`config.mk`:
```
export PLATFORM = sky130hd
export DESIGN_NAME = mem_dump_engine
export DESIGN_NICKNAME = d
export VERILOG_FILES = /design/src/rtl/mem_dump_engine_pkg.sv /design/src/rtl/mem_dump_addr_gen.sv /design/src/rtl/mem_dump_engine.sv
export SDC_FILE = /design/constraint.sdc
export NUM_CORES = 1
export LEC_CHECK = 0
export BUFFER_PORTS_ARGS = -buffer_cell sky130_fd_sc_hd__buf_4
export CAP_MARGIN = 0
export CORE_ASPECT_RATIO = 0.8
export CORE_MARGIN = 5
export CORE_UTILIZATION = 30
export DETAILED_ROUTE_END_ITERATION = 8
export GPL_TIMING_DRIVEN = 1
export PLACE_DENSITY_LB_ADDON = 0.1
export REMOVE_ABC_BUFFERS = 1
export SYNTH_ARGS = -nofsm -noshare
export SYNTH_HDL_FRONTEND = slang
export SYNTH_HIERARCHICAL = 1
export SYNTH_SLANG_ARGS = --single-unit
```
`constraint.sdc`:
```
create_clock -name CLK -period 2.5 [get_ports CLK]
set_input_delay 0.25 -clock CLK [delete_from_list [all_inputs] [get_ports CLK]]
set_output_delay 0.25 -clock CLK [all_outputs]
set_load 0.02 [all_outputs]
```
`src/rtl/mem_dump_engine_pkg.sv`:
```
// Shared definitions for the memory dump engine: default bus widths,
// FSM state encoding and the read-latency timer width.
package mem_dump_engine_pkg;

   localparam int ADDRESS_INDEX_LIMIT = 25;
   localparam int DATA_INDEX_LIMIT    = 31;
   localparam int ADDR_W_DEF          = ADDRESS_INDEX_LIMIT + 1;
   localparam int DATA_W_DEF          = DATA_INDEX_LIMIT + 1;

   // Read latency is limited to 1..15, so a 4-bit down-counter suffices.
   localparam int LAT_W = 4;

   typedef enum logic [1:0] {
      ST_IDLE    = 2'd0,
      ST_ISSUE   = 2'd1,
      ST_PRESENT = 2'd2,
      ST_FINISH  = 2'd3
   } dump_state_e;

   function automatic logic [LAT_W-1:0] lat_init(input int rd_latency);
      return LAT_W'(rd_latency - 1);
   endfunction

endpackage

```
`src/rtl/mem_dump_addr_gen.sv`:
```
// Address walker for the dump engine: latched end address, current word
// pointer, last-word detect and the accepted-word counter.
module mem_dump_addr_gen #(
   parameter int ADDR_W = 26
) (
   input  logic              clk_sys,
   input  logic              rst_b,
   input  logic              load,
   input  logic              advance,
   input  logic              count,
   input  logic [ADDR_W-1:0] start_addr,
   input  logic [ADDR_W-1:0] end_addr,
   output logic [ADDR_W-1:0] cur_addr,
   output logic              last_word,
   output logic [ADDR_W:0]   word_cnt
);

   logic [ADDR_W-1:0] cur_q, cur_d;
   logic [ADDR_W-1:0] end_q, end_d;
   logic [ADDR_W:0]   cnt_q, cnt_d;

   always_comb begin
      cur_d = cur_q;
      end_d = end_q;
      cnt_d = cnt_q;
      if (load) begin
         cur_d = start_addr;
         end_d = end_addr;
         cnt_d = '0;
      end else begin
         if (count) begin
            cnt_d = cnt_q + (ADDR_W+1)'(1);
         end
         // advance is only asserted when last_word is low, so cur never wraps
         if (advance) begin
            cur_d = cur_q + ADDR_W'(1);
         end
      end
   end

   always_ff @(posedge clk_sys or negedge rst_b) begin
      if (!rst_b) begin
         cur_q <= '0;
         end_q <= '0;
         cnt_q <= '0;
      end else begin
         cur_q <= cur_d;
         end_q <= end_d;
         cnt_q <= cnt_d;
      end
   end

   assign cur_addr  = cur_q;
   assign last_word = (cur_q == end_q);
   assign word_cnt  = cnt_q;

endmodule

```
`src/rtl/mem_dump_engine.sv`:
```
// Walks an inclusive word range on the halted memory bus and streams
// (address, data) pairs on a valid/ready port.
//
//   state   | meaning
//   IDLE    | waiting for START; rejects inverted ranges with ERR
//   ISSUE   | READ held for RD_LATENCY cycles at cur, data captured at the end
//   PRESENT | pair held on OUT_* until OUT_READY
//   FINISH  | one-cycle DONE, then back to IDLE
module mem_dump_engine
   import mem_dump_engine_pkg::*;
#(
   parameter int ADDR_W     = ADDR_W_DEF,
   parameter int DATA_W     = DATA_W_DEF,
   parameter int RD_LATENCY = 1
) (
   input  logic              CLK,
   input  logic              RST,
   input  logic              START,
   input  logic              ABORT,
   input  logic [ADDR_W-1:0] START_ADDR,
   input  logic [ADDR_W-1:0] END_ADDR,
   output logic [ADDR_W-1:0] ADDR,
   output logic              READ,
   output logic              WRITE,
   input  logic [DATA_W-1:0] MEM_DATA_IN,
   output logic [ADDR_W-1:0] OUT_ADDR,
   output logic [DATA_W-1:0] OUT_DATA,
   output logic              OUT_VALID,
   input  logic              OUT_READY,
   output logic              BUSY,
   output logic              DONE,
   output logic              ERR,
   output logic [ADDR_W:0]   WORD_CNT
);

   localparam logic [LAT_W-1:0] LAT_LOAD = lat_init(RD_LATENCY);

   dump_state_e       state_q, state_d;
   logic [LAT_W-1:0]  lat_q, lat_d;
   logic [ADDR_W-1:0] out_addr_q, out_addr_d;
   logic [DATA_W-1:0] out_data_q, out_data_d;
   logic              err_q, err_d;

   logic              load;
   logic              handshake;
   logic              advance;
   logic [ADDR_W-1:0] cur_addr;
   logic              last_word;

   mem_dump_addr_gen #(
      .ADDR_W(ADDR_W)
   ) u_addr_gen (
      .clk_sys    (CLK),
      .rst_b      (RST),
      .load       (load),
      .advance    (advance),
      .count      (handshake),
      .start_addr (START_ADDR),
      .end_addr   (END_ADDR),
      .cur_addr   (cur_addr),
      .last_word  (last_word),
      .word_cnt   (WORD_CNT)
   );

   always_comb begin
      state_d    = state_q;
      lat_d      = lat_q;
      out_addr_d = out_addr_q;
      out_data_d = out_data_q;
      err_d      = 1'b0;
      load       = 1'b0;
      handshake  = 1'b0;
      advance    = 1'b0;

      case (state_q)
         ST_IDLE: begin
            if (START && !ABORT) begin
               if (START_ADDR <= END_ADDR) begin
                  load    = 1'b1;
                  lat_d   = LAT_LOAD;
                  state_d = ST_ISSUE;
               end else begin
                  err_d = 1'b1;
               end
            end
         end
         ST_ISSUE: begin
            if (lat_q == '0) begin
               out_addr_d = cur_addr;
               out_data_d = MEM_DATA_IN;
               state_d    = ST_PRESENT;
            end else begin
               lat_d = lat_q - LAT_W'(1);
            end
         end
         ST_PRESENT: begin
            if (OUT_READY) begin
               handshake = 1'b1;
               if (last_word) begin
                  state_d = ST_FINISH;
               end else begin
                  advance = 1'b1;
                  lat_d   = LAT_LOAD;
                  state_d = ST_ISSUE;
               end
            end
         end
         ST_FINISH: begin
            state_d = ST_IDLE;
         end
         default: begin
            state_d = ST_IDLE;
         end
      endcase

      // Abort overrides whatever the current state decided this cycle.
      if (ABORT && (state_q != ST_IDLE)) begin
         state_d    = ST_IDLE;
         handshake  = 1'b0;
         advance    = 1'b0;
         out_addr_d = out_addr_q;
         out_data_d = out_data_q;
      end
   end

   always_ff @(posedge CLK or negedge RST) begin
      if (!RST) begin
         state_q    <= ST_IDLE;
         lat_q      <= '0;
         out_addr_q <= '0;
         out_data_q <= '0;
         err_q      <= 1'b0;
      end else begin
         state_q    <= state_d;
         lat_q      <= lat_d;
         out_addr_q <= out_addr_d;
         out_data_q <= out_data_d;
         err_q      <= err_d;
      end
   end

   assign ADDR      = cur_addr;
   assign READ      = (state_q == ST_ISSUE);
   assign WRITE     = 1'b0;
   assign OUT_ADDR  = out_addr_q;
   assign OUT_DATA  = out_data_q;
   assign OUT_VALID = (state_q == ST_PRESENT);
   assign BUSY      = (state_q != ST_IDLE);
   assign DONE      = (state_q == ST_FINISH);
   assign ERR       = err_q;

endmodule

```
==> flow_metrics.tcl <==
set metrics [dict create \
    ant_nets 0 \
    cp_data_arrival_time_ns 2.74 \
    portBuffers 204 \
    slew_headroom_pct 57.7 \
    drtIter0Drc 235 \
    stdcell_count 1269 \
    cp_slowest_stage_delay_ns 0.41 \
    design.portCount 206 \
    maxSlewViolCount 0 \
    use_met3_pct 5.13 \
    ir_worst_vdd_mv 0.587 \
    num_rows 51 \
    die_h_um 150 \
    grt_pass1_wl_um 34500 \
    async_flop_share_pct 100 \
    synth-edff-count 0 \
    dp_hpwl_um 17100 \
    core_area_um2 24200 \
    synthCells 652 \
    finalCritPeriodShare_pct 97.6 \
    total_power_uw 9840 \
    grt_overflow_total 0 \
    grt.met2_usage_pct 24.7 \
    crit_slowest_cell "dfrtp_1" \
    grt_antenna_before_repair 1 \
    max_freq_mhz 410 \
    clockRootBuffer "clkbuf_16" \
    place.gp.congestion 0.789 \
    final_nets 1055 \
    grt_util_met1_pct 22.2 \
    cts_buffer_depth 2 \
    design.die.area_um2 27700 \
    post-place-cells 1232 \
    worst_pin_slew_ns 0.634 \
    cts.clk_slew.worst_paths_ns 0.07 \
    cts_made_buffers 17 \
    routed_via_density 4.56 \
    cts_sinks 144 \
    pre_cts_slack_ns -0.555 \
    rsz0062_at_grt "yes" \
    finClkSkew_ns 0.0139 \
    grt_pass1_vias 6256 \
    timing_worst_setup_path_type "flip-flop to flip-flop" \
    hold_viol 0 \
    syn_area_um2 7330 \
    setup_ws_ns 0.0600 \
    wl_um 21900 \
    finalCriticalPeriod_ns 2.44 \
    tritoncts "built" \
    power_density_nw_per_um2 931 \
    status "finished clean" \
    holdCritPathClass "input port to flip-flop" \
    yosysUniqueCellTypes 60 \
    wl_per_cell_um 17.3 \
    cap_violations 0 \
    start_util_pct 30.3 \
    worst_setup_path_end_kind "flip-flop" \
    dieWidth_um 185 \
    critPathLaunchType "flip-flop" \
    cp_cell_sequence "xor2_2 > nor4_2 > nand3_1 > nor4_2 > buf_4 > nor3_4 > nand4_1 > buf_4 > nor3_4 > buf_6 > nand3b_1 > xor2_1 > o21ai_1" \
    synth_seq_cells 144 \
    area_delta_synth_final_pct 44.2 \
    setup_violations 0 \
    vias 5790 \
    htreeDepth 4 \
    final_layout_size_suffix_gt1_share_pct 45.8 \
    clock_latency_ns 0.43 \
    synth_ff_type "dfrtp_1" \
    critPathMaxFanout 4 \
    yosysSeqAreaShare_pct 49.2 \
    avgSynthCellArea_um2 11.2 \
    worstPathRequired_ns 2.80 \
    grt_max_degree 66 \
    grtUsageTotal_pct 16.0 \
    drc 0 \
    top_usage_layer "met2" \
    synth_warnings 6 \
    firstDrtPassIters 4 \
    p_leak_uw 0.00508 \
]
-- worst max-delay path: cells and delay by family (launching register included) --
| kind | cells | cell delay (ns) |
|---|---|---|
| xor gates and xnor gates | 2 | 0.33 |
| buffers and inverters | 3 | 0.43 |
| and+or+nand+nor | 7 | 1.05 |
| AOI/OAI and AO/OA | 1 | 0.09 |
| DFF | 1 | 0.41 |
-- cell families after synthesis --
logic type	after synthesis	share of synthesized area, %
buffers and inverters	60	3.48
AND/OR/NAND/NOR	191	14.4
other	1	0.0512
XOR/XNOR	73	8.72
multiplexers	92	14.1
adder cells (fa/ha/maj)	29	4.95
flip-flops	144	49.2
AO/OA/AOI/OAI	62	5.14
-- synth_stat cells, types with 2 or more instances --
cell / instances / area [um2]
a21oi_1: 17 / 85.1
a31oi_1: 2 / 12.5
and2_1: 3 / 18.8
and3_1: 5 / 31.3
and4_2: 2 / 20.0
buf_1: 4 / 15.0
buf_2: 4 / 20.0
buf_4: 2 / 15.0
buf_6: 2 / 22.5
clkbuf_1: 7 / 26.3
clkbuf_2: 2 / 10.0
dfrtp_1: 144 / 3600
ha_1: 29 / 363
inv_1: 38 / 143
mux2_1: 21 / 236
mux2_2: 68 / 766
mux2i_1: 3 / 30.0
nand2_1: 53 / 199
nand2b_1: 2 / 12.5
nand3_1: 13 / 65.1
nand3b_1: 2 / 15.0
nand4_1: 25 / 156
nand4_2: 5 / 62.6
nor2_1: 41 / 154
nor2b_1: 6 / 37.5
nor3_1: 6 / 30.0
nor4_1: 9 / 56.3
nor4_2: 2 / 25.0
nor4_4: 2 / 42.5
o21a_1: 2 / 15.0
o21ai_0: 26 / 130
o21ai_1: 3 / 15.0
or3_1: 4 / 25.0
xnor2_1: 30 / 263
xor2_1: 43 / 377
-- layer usage --
| layer | up-vias | part of all wire, % |
|---|---|---|
| met4 | 2 | 0.82 |
| met1 | 2814 | 47 |
| met2 | 132 | 46 |
| met5 | - | 0.064 |
| met3 | 14 | 6.9 |
| li1 | 2828 | - |
-- power by group --
| part | internal [uW] | leakage [uW] | switching (uW) |
|---|---|---|---|
| combinational | 1790 | 0.00295 | 1950 |
| clock | 1520 | 0.000285 | 1080 |
| sequential | 3050 | 0.00184 | 459 |
-- registers in the layout, summed over array words and instances, names as in the netlist --
signal and flops:
state_q 2, u_addr_gen/word_cnt 27, OUT_DATA 32, OUT_ADDR 26, u_addr_gen/end_q 26, u_addr_gen/cur_addr 26, lat_q 4, ERR 1
-- metrics by stage --
step	utilization (%)	hold WS, ns	cell area, um2	setup TNS (ns)
after floorplan	-	-0.0456	7220	-448.91
after global placement	40.5	0.288	9800	-36.06
after detailed placement	40.5	0.301	9800	-37.98
after CTS	43.3	0.0197	10500	-0.00949
after global routing	43.7	0.0264	10600	-0.792
final	43.7	0.0433	10600	0
-- area by class of cell --
type / count / area (um2)
Tap cell: 318 / 398
Clock inverter: 13 / 150
Sequential cell: 144 / 3600
Multi-Input combinational cell: 448 / 3620
Antenna cell: 1 / 2.50
Clock buffer: 19 / 443
Timing Repair Buffer: 287 / 2210
Fill cell: 2345 / 13600
Inverter: 39 / 146
-- path summary, 6_finish.rpt --
check,from,endpoint,slack [ns],cells past startpoint
min in group asynchronous,RST,OUT_ADDR[5],0.38,2
min,MEM_DATA_IN[31],OUT_DATA[31],0.04,2
max in group asynchronous,RST,u_addr_gen/word_cnt[3],1.31,3
max reg2reg,u_addr_gen/end_q[10],u_addr_gen/cur_addr[21],0.06,13
max,u_addr_gen/end_q[10],u_addr_gen/cur_addr[21],0.06,13
min reg2reg,OUT_ADDR[1],OUT_ADDR[1],0.49,1
-- layout by cell type, fill, tap and decap left out, types with 5 or more instances in the layout --
cell	instances
a21oi_1	17
buf_4	280
clkbuf_16	17
dfrtp_1	144
ha_1	29
inv_1	38
inv_6	5
mux2_1	21
mux2_2	68
nand2_1	50
nand3_1	12
nand4_1	25
nand4_2	5
nor2_1	39
nor2b_1	5
nor4_2	7
o21ai_0	16
o21ai_1	12
xnor2_1	30
xor2_1	38
xor2_2	5
-- timing repair --
item,CTS,global route
resized for setup,8,30
gates cloned,0,0
hold buffers,1,0
pin swaps,1,29
setup endpoints to repair,73,78
hold endpoints to repair,61,0
buffers inserted,2,2
Power figures use the tool's default switching activity.
